### src/rtl/dianthus_pkg.sv
// rtl/dianthus_pkg.sv - shared types and I/O map constants for the data RAM responder
package dianthus_pkg;

  typedef enum logic [1:0] {
    ST_INIT = 2'd0,
    ST_IDLE = 2'd1,
    ST_READ = 2'd2
  } state_e;

  localparam logic [1:0] IO_OUT  = 2'd0;
  localparam logic [1:0] IO_IN   = 2'd1;
  localparam logic [1:0] IO_EDGE = 2'd2;
  localparam logic [1:0] IO_ID   = 2'd3;

  localparam int DATA_W_DEF = 4;

endpackage

### src/rtl/io_sync_edge.sv
// rtl/io_sync_edge.sv - two-flop synchronizer with rising-edge pulse on the synced value
module io_sync_edge #(
  parameter int DATA_W = 4
) (
  input  logic              clk,
  input  logic              rst_n,
  input  logic [DATA_W-1:0] async_i,
  output logic [DATA_W-1:0] sync_o,
  output logic [DATA_W-1:0] rise_o
);

  logic [DATA_W-1:0] meta_q;
  logic [DATA_W-1:0] sync_q;
  logic [DATA_W-1:0] prev_q;

  always_ff @(posedge clk or negedge rst_n) begin
    if (!rst_n) begin
      meta_q <= '0;
      sync_q <= '0;
      prev_q <= '0;
    end else begin
      meta_q <= async_i;
      sync_q <= meta_q;
      prev_q <= sync_q;
    end
  end

  assign sync_o = sync_q;
  assign rise_o = sync_q & ~prev_q;

endmodule

### src/rtl/data_ram_responder.sv
// rtl/data_ram_responder.sv - cpu RAM-bus responder: zero-filled data RAM plus four I/O regs
module data_ram_responder
  import dianthus_pkg::*;
#(
  parameter int                ADDR_W  = 8,
  parameter int                DATA_W  = DATA_W_DEF,
  parameter logic [ADDR_W-1:0] IO_BASE = 8'hFC,
  parameter logic [DATA_W-1:0] DEV_ID  = 4'hA
) (
  input  logic              clk,
  input  logic              rst_n,
  input  logic              ram_EN,
  input  logic              ram_RW,
  input  logic [ADDR_W-1:0] ram_address_bus,
  input  logic [DATA_W-1:0] ram_data_bus_wr,
  output logic [DATA_W-1:0] ram_data_bus_rd,
  output logic              ram_busy,
  input  logic [DATA_W-1:0] io_in,
  output logic [DATA_W-1:0] io_out
);

  state_e            state_q;
  logic [ADDR_W-1:0] counter_q;
  logic              busy_q;
  logic [DATA_W-1:0] rd_q;
  logic [DATA_W-1:0] io_out_q;
  logic [DATA_W-1:0] flags_q;
  logic [DATA_W-1:0] flags_d;
  logic [DATA_W-1:0] rd_d;
  logic [DATA_W-1:0] io_rdata;
  logic [DATA_W-1:0] io_sync;
  logic [DATA_W-1:0] io_rise;

  logic [DATA_W-1:0] mem_q [0:(2**ADDR_W)-1];

  logic [ADDR_W-1:0] io_offset;
  logic [1:0]        io_sel;
  logic              is_io;
  logic              active;
  logic              wr_req;
  logic              rd_req;
  logic              clr_edge;
  logic              mem_we;
  logic [ADDR_W-1:0] mem_waddr;
  logic [DATA_W-1:0] mem_wdata;

  io_sync_edge #(.DATA_W(DATA_W)) u_io_sync_edge (
    .clk     (clk),
    .rst_n   (rst_n),
    .async_i (io_in),
    .sync_o  (io_sync),
    .rise_o  (io_rise)
  );

  // Offset subtraction keeps the I/O window correct for any IO_BASE, aligned or not.
  assign io_offset = ram_address_bus - IO_BASE;
  assign is_io     = (io_offset < ADDR_W'(4));
  assign io_sel    = io_offset[1:0];

  assign active   = ram_EN && (state_q != ST_INIT);
  assign wr_req   = active && ram_RW;
  assign rd_req   = active && !ram_RW;
  assign clr_edge = rd_req && is_io && (io_sel == IO_EDGE);

  // A rising edge arriving with the clearing read survives it.
  assign flags_d = (flags_q & ~{DATA_W{clr_edge}}) | io_rise;

  always_comb begin
    io_rdata = DEV_ID;
    case (io_sel)
      IO_OUT:  io_rdata = io_out_q;
      IO_IN:   io_rdata = io_sync;
      IO_EDGE: io_rdata = flags_q;
      default: io_rdata = DEV_ID;
    endcase
  end

  assign rd_d = is_io ? io_rdata : mem_q[ram_address_bus];

  assign mem_we    = (state_q == ST_INIT) || (wr_req && !is_io);
  assign mem_waddr = (state_q == ST_INIT) ? counter_q : ram_address_bus;
  assign mem_wdata = (state_q == ST_INIT) ? '0 : ram_data_bus_wr;

  always_ff @(posedge clk) begin
    if (mem_we) begin
      mem_q[mem_waddr] <= mem_wdata;
    end
  end

  always_ff @(posedge clk or negedge rst_n) begin
    if (!rst_n) begin
      state_q   <= ST_INIT;
      counter_q <= '0;
      busy_q    <= 1'b1;
      rd_q      <= '0;
      io_out_q  <= '0;
      flags_q   <= '0;
    end else begin
      flags_q <= flags_d;
      case (state_q)
        ST_INIT: begin
          counter_q <= counter_q + 1'b1;
          if (counter_q == '1) begin
            state_q <= ST_IDLE;
            busy_q  <= 1'b0;
          end
        end
        ST_IDLE, ST_READ: begin
          if (rd_req) begin
            rd_q    <= rd_d;
            state_q <= ST_READ;
          end else begin
            state_q <= ST_IDLE;
          end
          if (wr_req && is_io && (io_sel == IO_OUT)) begin
            io_out_q <= ram_data_bus_wr;
          end
        end
        default: state_q <= ST_INIT;
      endcase
    end
  end

  assign ram_data_bus_rd = rd_q;
  assign ram_busy        = busy_q;
  assign io_out          = io_out_q;

endmodule

### config.mk
export PLATFORM = sky130hd
export DESIGN_NAME = data_ram_responder
export DESIGN_NICKNAME = d
export VERILOG_FILES = /design/src/rtl/dianthus_pkg.sv /design/src/rtl/io_sync_edge.sv /design/src/rtl/data_ram_responder.sv
export SDC_FILE = /design/constraint.sdc
export NUM_CORES = 1
export LEC_CHECK = 0
export ABC_AREA = 0
export BUFFER_PORTS_ARGS = -buffer_cell sky130_fd_sc_hd__buf_2
export CORE_UTILIZATION = 38
export CTS_BUF_LIST = sky130_fd_sc_hd__clkbuf_4 sky130_fd_sc_hd__clkbuf_8 sky130_fd_sc_hd__clkbuf_16
export CTS_CLUSTER_SIZE = 16
export DETAILED_ROUTE_END_ITERATION = 12
export PLACE_DENSITY = 0.58
export SETUP_SLACK_MARGIN = 0.3
export SLEW_MARGIN = 20
export SYNTH_ARGS = -nofsm -noshare
export SYNTH_HDL_FRONTEND = slang
export SYNTH_HIERARCHICAL = 1
export SYNTH_SLANG_ARGS = --single-unit
### constraint.sdc
create_clock -name clk -period 19.2 [get_ports clk]
set_input_delay 2.88 -clock clk [delete_from_list [all_inputs] [get_ports clk]]
set_output_delay 2.88 -clock clk [all_outputs]
set_load 0.01 [all_outputs]
==> out/summary.md <==
* **post-synthesis instance area** 42270 sq um
* **Tot GR Track Use** 0.1892
* **number of H-tree levels** 3
* **Max-cap violations** 0
* **slew at the pin with the worst max-slew slack** 1.243 ns
* **critical path peak fanout** 65
* **leading cell types by total area after synthesis** edfxtp_1, mux4_2, nor2_1, dfrtp_1, mux4_1
* **number of distinct library cells after synthesis** 71
* **clk sink count** 1059
* **Worst-Skew Late Latency** 0.67 ns
* **Avg Vias per Cell** 5.658
* **synthesized instance count** 2152
* **number of global-route vias before repair** 21750
* **RSZ-0062 raised after global routing** false
* **internal cell power** 3.887 mW
* **post-route setup TNS** 0 ns
* **area share of fa/ha/maj cells after synthesis** 0.0008879
* **post-CTS resize count** 0
* **Worst Setup Start Kind** input port
* **P per Cell Area** 102.1 nW/um^2
* **combinational family with the most area after synthesis** multiplexers
* **VDD IR-drop max** 71.41 uV
* **Slowest cell on crit path** buf_4
* **largest net degree at the start of global routing** 204
* **delay-heaviest family, CP** buffers and inverters
* **drt drc** 0
* **number of DRC violations after detailed-routing iteration 0** 2301
* **Num CTS Buffers** 109
* **Worst Slack Setup Final** 12.63 ns
* **dominant synthesized flop cell** edfxtp_1
* **number of synthesized flops with an enable pin** 1024
* **IO Pins** 29
* **max-slew violations** 0
* **Layout area overhead** 12.49%
* **Core Util, Final** 0.4338
* **global-route wire length before repair** 154800 microns
* **classification of the worst-slack hold path** reg -> reg
* **Net Sw Power** 0.9661 mW
* **number of fill cells in the layout** 9433
* **required time of the critical path** 19.79 ns
* **maximum clock insertion buffer count** 3
* **Post-CTS Hold Buffers** 0
* **share of total power in the clock network** 0.452
* **area share of the largest cell type after synthesis** 0.7274
* **CP arrival** 7.16 ns
* **DR pass1 iterations** 6
* **fraction of layout cells with a size suffix above 1** 0.2338
* **# nets final** 2212
* **initial core utilization** 0.3857
* **post-synth top area cell** edfxtp_1
* **switching share of power** 0.1991
* **antenna violations before repair** 5
* **number of endpoints failing setup at the final stage** 0
* **Yosys warning count** 6
* **clock root buffer** clkbuf_16
* **num rows** 121
* **area used by multi-input combinational logic** 9868 sq um
* **Crit Path Class** in -> reg
* **Final Critical Period** 6.574 ns
* **floorplan die height** 335.5 microns
* **cell with the most instances on the worst path** buf_4
* **register bit count reported by yosys** 1059
* **routed wire length per instance** 28.18 microns
* **xor and xnor area share after synthesis** 0.001450
* **area fraction in and, or, nand and nor cells after synthesis** 0.04753
* **Async SR Flop Fraction** 0.03305
* **final global-route overflow total** 0
* **die width** 335.5 microns
* **Routed Wire Length** 105700 microns
* **post-synthesis compound-gate area fraction** 0.02702
* **share of the yosys chip area belonging to registers** 0.7481
* **final-report hold violation count** 0
* **post-route clock period utilization** 0.3424
* **vias post-DR** 21220
* **run status** finished, final reports clean
* **critical-path cell list** buf_8, buf_4, buf_4, mux4_1, and2_1, a211oi_1, a2111oi_0, a32oi_1, o311a_1, a21oi_1
* **P_leak** 14.51 nW
* **die area** 112600 sq um
* **maximum clock frequency** 0.1521 GHz
* **area of the core** 109600 sq um
* **number of nets in the synthesized netlist** 2175
* **most common cell in the synthesized netlist** edfxtp_1
* **element type at the critical path end** register
* **clock-pin slew of the registers on the worst-case setup and hold paths** 0.06 ns
* **CP max stage delay** 0.83 ns
* **Worst Path Buf+Inv** 3
* **mux cell area share after synthesis** 0.1552
* **FF/Latch Area** 31630 sq um
* **share of total power in combinational logic** 0.033
* **Place WS** 11.77 ns
* **Worst slew margin** 0.1625
* **port bufs** 28
* **Overall Power** 4.853 mW
* **most common library cells after synthesis** edfxtp_1, nor2_1, mux4_2, nand2_1, buf_2
* **number of antenna cells inserted** 0
* **CTS tree** yes
* **part of the power in registers** 0.515
* **syn avg cell area** 19.64 sq um
* **Detail Placement HPWL** 61280 microns
* **post-route clock skew** 0.02563 ns
* **final hold slack** 0.3588 ns
* **global placement routability congestion** 0.8285
* **count of buffers added by post-CTS timing repair for setup** 0
* **remaining number of nets flagged by the antenna check after routing** 0
==> flip-flops by register name, summed over array words and instances, names as in the netlist <==
name,cells
counter_q,8
flags_q,4
io_out,4
mem_q,1024
ram_busy,1
ram_data_bus_rd,4
state_q,2
u_io_sync_edge/meta_q,4
u_io_sync_edge/prev_q,4
u_io_sync_edge/sync_o,4
==> layout by cell type, fill, tap and decap left out, types with 23 or more instances in the layout <==
master     instances
buf_4             28
mux4_2           242
a22oi_1           27
dfrtp_1           34
nand3_1           23
edfxtp_1        1024
nand2_1           63
mux2i_1           32
buf_2             25
a21oi_1           31
nor2_1           288
clkinv_2          24
clkbuf_16        113
==> worst reg2reg max path: stages (launching register included) <==
cell,delay [ns]
dfrtp_1,0.38
inv_1,0.06
ha_1,0.20
buf_4,0.27
nor2b_4,0.15
buf_4,0.62
buf_4,0.84
buf_4,1.06
==> metrics by stage <==
step / instances / cell area (sq um)
finish: 3751 / 47550
global placement: 3554 / 43800
floorplan: 2152 / 42270
detailed placement: 3554 / 43800
global route: 3751 / 47550
CTS: 3751 / 47550
==> power groups by stage <==
| stage | logic [mW] | clock network, mW | registers, mW |
|---|---|---|---|
| after global routing | 0.169 | 2.31 | 2.50 |
| after CTS | 0.163 | 2.23 | 2.50 |
| final | 0.161 | 2.19 | 2.50 |
| after floorplan | 0.114 | 0 | 2.55 |
| after detailed placement | 0.162 | 0 | 2.55 |
| after global placement | 0.162 | 0 | 2.55 |
==> routing by layer <==
layer | up-vias | global-route usage | share of wire
met2 | 880 | 0.3029 | 0.48
met1 | 11370 | 0.2696 | 0.43
li1 | 8832 | - | -
met4 | 4 | 0.04605 | 0.021
met3 | 142 | 0.03199 | 0.071
met5 | - | 0 | 0.00031
==> cells by family (layout without fill, tap and decap cells) <==
family / Yosys count / after routing
flip-flops: 1059 / 1059
multiplexers: 315 / 315
XOR/XNOR: 7 / 7
AO/OA/AOI/OAI: 163 / 163
AND/OR/NAND/NOR: 463 / 463
adder cells (fa/ha/maj): 3 / 3
buffers and inverters: 142 / 265
==> cell type report <==
| cell class | count | share of cell area |
|---|---|---|
| inverters | 10 | 0.0007893 |
| repair buffers | 58 | 0.008946 |
| clock inverters | 68 | 0.01658 |
| well taps | 1476 | 0.03884 |
| clock buffers | 129 | 0.06225 |
| flip-flops and latches | 1059 | 0.6651 |
| multi-input cells | 951 | 0.2075 |
==> worst paths after layout <==
path,depth (start not counted),endpoint,slack (ns),from
setup / recovery,10,ram_data_bus_rd[2],12.63,ram_address_bus[0]
hold / removal,0,u_io_sync_edge/sync_o[1],0.36,u_io_sync_edge/meta_q[1]
setup reg to reg,7,mem_q[135][0],15.20,state_q[0]
hold reg to reg,0,u_io_sync_edge/sync_o[1],0.36,u_io_sync_edge/meta_q[1]
max in group asynchronous,1,counter_q[3],16.33,rst_n
min in group asynchronous,1,state_q[1],2.31,rst_n
(Power assumes the default switching activity.)
